[config.mk]
export PLATFORM = sky130hd
export DESIGN_NAME = pipe_hazard_ctrl
export DESIGN_NICKNAME = d
export VERILOG_FILES = /design/src/rtl/pipe_hazard_ctrl.sv
export SDC_FILE = /design/constraint.sdc
export NUM_CORES = 1
export LEC_CHECK = 0
export ABC_AREA = 1
export CORE_MARGIN = 2
export CORE_UTILIZATION = 27
export CTS_BUF_LIST = sky130_fd_sc_hd__clkbuf_2 sky130_fd_sc_hd__clkbuf_4 sky130_fd_sc_hd__clkbuf_8
export DETAILED_ROUTE_END_ITERATION = 8
export PLACE_DENSITY = 0.54
export SLEW_MARGIN = 20
export SYNTH_ARGS = -nofsm -noshare
export SYNTH_HDL_FRONTEND = slang
export SYNTH_SLANG_ARGS = --single-unit
[constraint.sdc]
create_clock -name clk -period 5.2 [get_ports clk]
set_input_delay 1.04 -clock clk [delete_from_list [all_inputs] [get_ports clk]]
set_output_delay 1.04 -clock clk [all_outputs]
set_load 0.01 [all_outputs]
[src/rtl/pipe_hazard_ctrl.sv]
// Hazard and redirect control for a 5-stage MIPS-style pipeline: load-use and
// mult/div stalls, exception and eret redirects, and a stall-cycle counter.
module pipe_hazard_ctrl #(
  parameter int unsigned MULT_CYCLES = 5,
  parameter int unsigned DIV_CYCLES  = 10
) (
  input  logic        clk,
  input  logic        reset,
  input  logic        lw_use_D,
  input  logic        md_start_E,
  input  logic        md_is_div_E,
  input  logic        md_use_D,
  input  logic        exc_req_M,
  input  logic        eret_D,
  output logic        pc_en,
  output logic [1:0]  pc_sel,
  output logic        fd_en,
  output logic        fd_clr,
  output logic        de_clr,
  output logic        em_clr,
  output logic        md_busy,
  output logic [31:0] stall_cnt
);

  localparam logic [3:0] MultLoad = 4'(MULT_CYCLES);
  localparam logic [3:0] DivLoad  = 4'(DIV_CYCLES);

  localparam logic [1:0] PcSelNormal = 2'd0;
  localparam logic [1:0] PcSelExcVec = 2'd1;
  localparam logic [1:0] PcSelEpc    = 2'd2;

  logic [3:0]  md_cnt_q, md_cnt_d;
  logic [31:0] stall_cnt_q, stall_cnt_d;
  logic        stall;

  assign md_busy   = (md_cnt_q != 4'd0);
  assign stall_cnt = stall_cnt_q;
  assign stall     = lw_use_D | (md_use_D & (md_busy | md_start_E));

  // A start is accepted only when the unit is idle and the starting
  // instruction is not being flushed by an exception in the same cycle.
  always_comb begin
    md_cnt_d = md_cnt_q;
    if (md_start_E && (md_cnt_q == 4'd0) && !exc_req_M) begin
      md_cnt_d = md_is_div_E ? DivLoad : MultLoad;
    end else if (md_cnt_q != 4'd0) begin
      md_cnt_d = md_cnt_q - 4'd1;
    end
  end

  always_comb begin
    stall_cnt_d = stall_cnt_q;
    if (stall && !exc_req_M) begin
      stall_cnt_d = stall_cnt_q + 32'd1;
    end
  end

  always_ff @(posedge clk) begin
    if (reset) begin
      md_cnt_q    <= 4'd0;
      stall_cnt_q <= 32'd0;
    end else begin
      md_cnt_q    <= md_cnt_d;
      stall_cnt_q <= stall_cnt_d;
    end
  end

  // Priority: reset, exception, stall, eret, then normal flow.
  // A stalled eret simply waits; its redirect happens once the stall clears.
  always_comb begin
    pc_en  = 1'b1;
    pc_sel = PcSelNormal;
    fd_en  = 1'b1;
    fd_clr = 1'b0;
    de_clr = 1'b0;
    em_clr = 1'b0;
    if (reset) begin
      pc_en  = 1'b0;
      fd_en  = 1'b0;
      fd_clr = 1'b1;
      de_clr = 1'b1;
      em_clr = 1'b1;
    end else if (exc_req_M) begin
      pc_sel = PcSelExcVec;
      fd_clr = 1'b1;
      de_clr = 1'b1;
      em_clr = 1'b1;
    end else if (stall) begin
      pc_en  = 1'b0;
      fd_en  = 1'b0;
      de_clr = 1'b1;
    end else if (eret_D) begin
      pc_sel = PcSelEpc;
      fd_clr = 1'b1;
    end
  end

endmodule

# Yosys cells after proc, flatten, opt, wreduce, memory -nomap -nowiden
# Cells that the tools add are included.
# word_totals
reg_bits	36
input_bits	8
out_inout_bits	40
wordCells	33
# classes
add_sub_neg	2
mux	19
bitwise_logic	3
n_reduce_logical	7
# op_table
op	count
$add A32 B1 Y32 const B	1
$mux W1	12
$mux W4	3
$mux W2	4
$logic_not A4 Y1	1
$reduce_bool A4 Y1	1
$sub A4 B1 Y4 const B	1
$logic_and A1 B1 Y1	3
$or A1 B1 Y1	2
$reduce_bool A2 Y1	1
$and A1 B1 Y1	1
$logic_not A1 Y1	1

# Depth between registers and ports, before layout
# logic_depth
ltp_word	7
mapped_depth	11
mapped_depth_nobuf	11

# Worst setup path before layout
# No wires, ideal clock.
# synth_timing
path_type	in2out
start	input md_start_E
end	output pc_en
t_arrival_ns	1.962
slack_ns	2.198
stages	9
cell_sequence	inv_1 nand3_1 nand2_1 nand2_2 nand2_4 inv_4 buf_4 nor2_1 buf_4
# synth_via
elab_chain_cells	6
# synth_lines
element	line_no	rtl
from (decl)	10	input logic md_start_E,
$or A1 B1 Y1	38	assign stall = lw_use_D | (md_use_D & (md_busy | md_start_E));
$and A1 B1 Y1	38	
$or A1 B1 Y1	38	
$mux W1 (3 in a row)	-	
to (decl)	15	output logic pc_en,
# No other way between the ends.

# Final worst setup path
# layout_timing
start	input md_start_E
end	output fd_en
# layout_via
elab_chain_cells	6
# layout_lines
element	line_no	rtl
$or A1 B1 Y1	38	
$and A1 B1 Y1	38	
$or A1 B1 Y1	38	
$mux W1	88	end else if (stall) begin
$mux W1	83	end else if (exc_req_M) begin
$mux W1	77	if (reset) begin
to (decl)	17	output logic fd_en,
# No other way between the ends.

==> impl_metrics.env <==
export IMPL_status="completed"
export IMPL_root_buffer="clkbuf_8"
export IMPL_critPathLaunchType="input pin"
export IMPL_synth_most_common_cell="nand2_1"
export IMPL_synth_seq_area_share=0.317
export IMPL_synth_cell_types=29
export IMPL_start_util=0.278
export IMPL_final_layout_size_suffix_gt1_frac=0.115
export IMPL_io_pins=48
export IMPL_r2r_end="stall_cnt[11]"
export IMPL_synth_area_um2=2270
export IMPL_insertion_delay_ns=0.29
export IMPL_powerDensity_nw_per_um2=235
export IMPL_clock_power_share=0.280
export IMPL_async_reset_ff_frac=0
export IMPL_gr_total_overflow=0
export IMPL_endpoint_kind="primary output"
export IMPL_vias=2194
export IMPL_slew_headroom=0.641
export IMPL_netSwitchingPower_uw=214
export IMPL_path_clk_slew_ns=0.07
export IMPL_tns_ns=0
export IMPL_post_synth_top_area_cell="dfxtp_1"
export IMPL_nets=412
export IMPL_synth_compound_area_share=0.0671
export IMPL_cap_violations=0
export IMPL_hold_viol=0
export IMPL_r2r_slack_ns=3.40
export IMPL_final_util=0.354
export IMPL_leakagePower_nw=1.18
export IMPL_synth_edff_count=0
export IMPL_synthXorXnorAreaFrac=0.0231
export IMPL_rows=33
export IMPL_gr_usage_all_layers=0.133
export IMPL_first_global_vias=2027
export IMPL_avgSynthCellArea_um2=6.40
export IMPL_crit_required_ns=4.16
export IMPL_skew_ns=0.00595
export IMPL_area_delta_synth_final_pct=27.4
export IMPL_synth_top_cell_area_share=0.317
export IMPL_yosys_mux_area_fraction=0
export IMPL_grt_max_degree=35
export IMPL_path_class="input pin to primary output"
export IMPL_period_needed_ns=4.02
export IMPL_wirelength_mm=5.40
export IMPL_fmax_mhz=249
export IMPL_synthAdderAreaFrac=0.0165
export IMPL_p_comb_frac=0.269
export IMPL_hold_ws_ns=0.491
export IMPL_synth_simple_gate_area_frac=0.476
export IMPL_hold_depth=2
export IMPL_cp_max_fo=34
export IMPL_cts_resized=0
export IMPL_seq_power_share=0.451
export IMPL_post_cts_buffers=0
export IMPL_drtIter0Drc=71
export IMPL_synth_top_family_by_area="simple AND/OR/NAND/NOR gates"
export IMPL_cts_tree="done"
export IMPL_die_area_um2=9170
export IMPL_reg2regPathDepth=10
export IMPL_hold_path_class="flop to flop"
export IMPL_rsz0062_at_grt="false"
export IMPL_grt_pass1_wl_mm=9.54
export IMPL_rr_startpoint="md_cnt_q[0]"
export IMPL_core_area_um2=8180
export IMPL_synth_area_leaders="dfxtp_1 (32%), nand2_1 (17%), nor2_1 (10%)"
export IMPL_slew_viol_final=0
export IMPL_hold_path_end="stall_cnt[2]"
export IMPL_n_antenna_cell=0
export IMPL_cts_sinks=36
export IMPL_port_buffers=47
export IMPL_p_sw_frac=0.314
export IMPL_clk_path_buf_depth=2
export IMPL_worst_ep_arrival_time_ns=2.98
export IMPL_antenna_found_initial=0
export IMPL_wl_per_cell_um=10.7
export IMPL_peakVddDrop_uv=131
export IMPL_internal_power_uw=467
export IMPL_synthCells=355
export IMPL_route_detailed_drc=0
export IMPL_synth_ff_type="dfxtp_1"
export IMPL_post_dp_hpwl_mm=4.18
export IMPL_cts_buffers=5
export IMPL_fp_dieH_um=95.8
export IMPL_setup_viol=0
export IMPL_vias_per_cell=4.34
export IMPL_worst_slew_pin_slew_ns=0.537
export IMPL_synth_common_cells="nand2_1 (102), nor2_1 (63), dfxtp_1 (36), inv_1 (36), nand3_1 (21)"
export IMPL_period_share=0.773
export IMPL_htreeDepth=2
export IMPL_ys_seq_elements=36
export IMPL_postCtsHoldBufs=0
export IMPL_worstHoldStart="stall_cnt[2]"
export IMPL_synth_nets=366
export IMPL_dieWidth_um=95.8
export IMPL_gp_congestion=0.847
export IMPL_dr_pass1_iters=4
export IMPL_drt_antenna_violating_nets=0
export IMPL_yosysWarnings=0
==> per-layer routing <==
layer / vias to the layer above / GRT usage / part of all wire
met5: - / 0 / 0
met4: 0 / 0.0393 / 0.013
met3: 5 / 0.0274 / 0.031
met2: 30 / 0.219 / 0.46
met1: 968 / 0.176 / 0.50
li1: 1191 / - / -
==> state kept, by name, indices dropped and copies added (netlist names) <==
name / cells
md_cnt_q: 4
stall_cnt: 32
==> logic make-up after synthesis <==
logic type	Yosys count
compound gates	29
flops	36
buf+inv	51
simple gates	230
fa+ha+maj	3
xor+xnor	6
==> critical path, cell delays in order <==
cell,delay (ns)
clkdlybuf4s50_1,0.42
inv_1,0.06
nand3_1,0.08
nand2_1,0.10
nand2_2,0.08
nand2_4,0.25
inv_4,0.20
nor2_1,0.18
clkdlybuf4s50_1,0.56
==> how the worst max path moves through the flow <==
stage,cells past startpoint,endpoint,slack (ns),startpoint
2_1_floorplan,9,pc_en,2.20,md_start_E
3_3_place_gp,9,fd_en,1.22,md_start_E
3_5_place_dp,9,fd_en,1.18,md_start_E
4_1_cts,9,fd_en,1.17,md_start_E
5_1_grt,9,pc_en,0.97,md_start_E
6_report,9,fd_en,1.18,md_start_E
==> area by class of cell <==
class	instances	area [um2]
Multi-Input combinational cell	268	1330
Inverter	42	160
Clock inverter	1	5.00
Timing Repair Buffer	48	478
Tap cell	105	131
Clock buffer	6	76.3
Fill cell	923	5280
Sequential cell	36	721
==> through the flow <==
stage / area (um2) / cells / setup slack (ns) / total power, mW
after floorplan: 2270 / 355 / 2.20 / 0.451
after global placement: 2820 / 499 / 1.22 / 0.500
after detailed placement: 2820 / 499 / 1.18 / 0.500
after CTS: 2900 / 506 / 1.17 / 0.696
after global routing: 2900 / 506 / 0.973 / 0.735
final: 2900 / 506 / 1.18 / 0.681
==> placed cells by master (no fill, tap or decap), drive strengths merged <==
master and count:
a21oi 19, buf 1, clkbuf 6, clkdlybuf4s50 47
clkinv 2, dfxtp 36, ha 3, inv 41
nand2 112, nand3 23, nand4 4, nor2 82
nor3 7, nor3b 1, o21ai 7, o21bai 3
or2 1, xnor2 3, xor2 3
==> power groups by stage <==
stage,clock (mW),combinational (mW),sequential (mW)
4_1_cts,0.201,0.188,0.307
6_report,0.191,0.183,0.307
3_5_place_dp,0,0.186,0.313
3_3_place_gp,0,0.187,0.313
5_1_grt,0.212,0.212,0.311
2_1_floorplan,0,0.140,0.312
(Power assumes the default switching activity.)
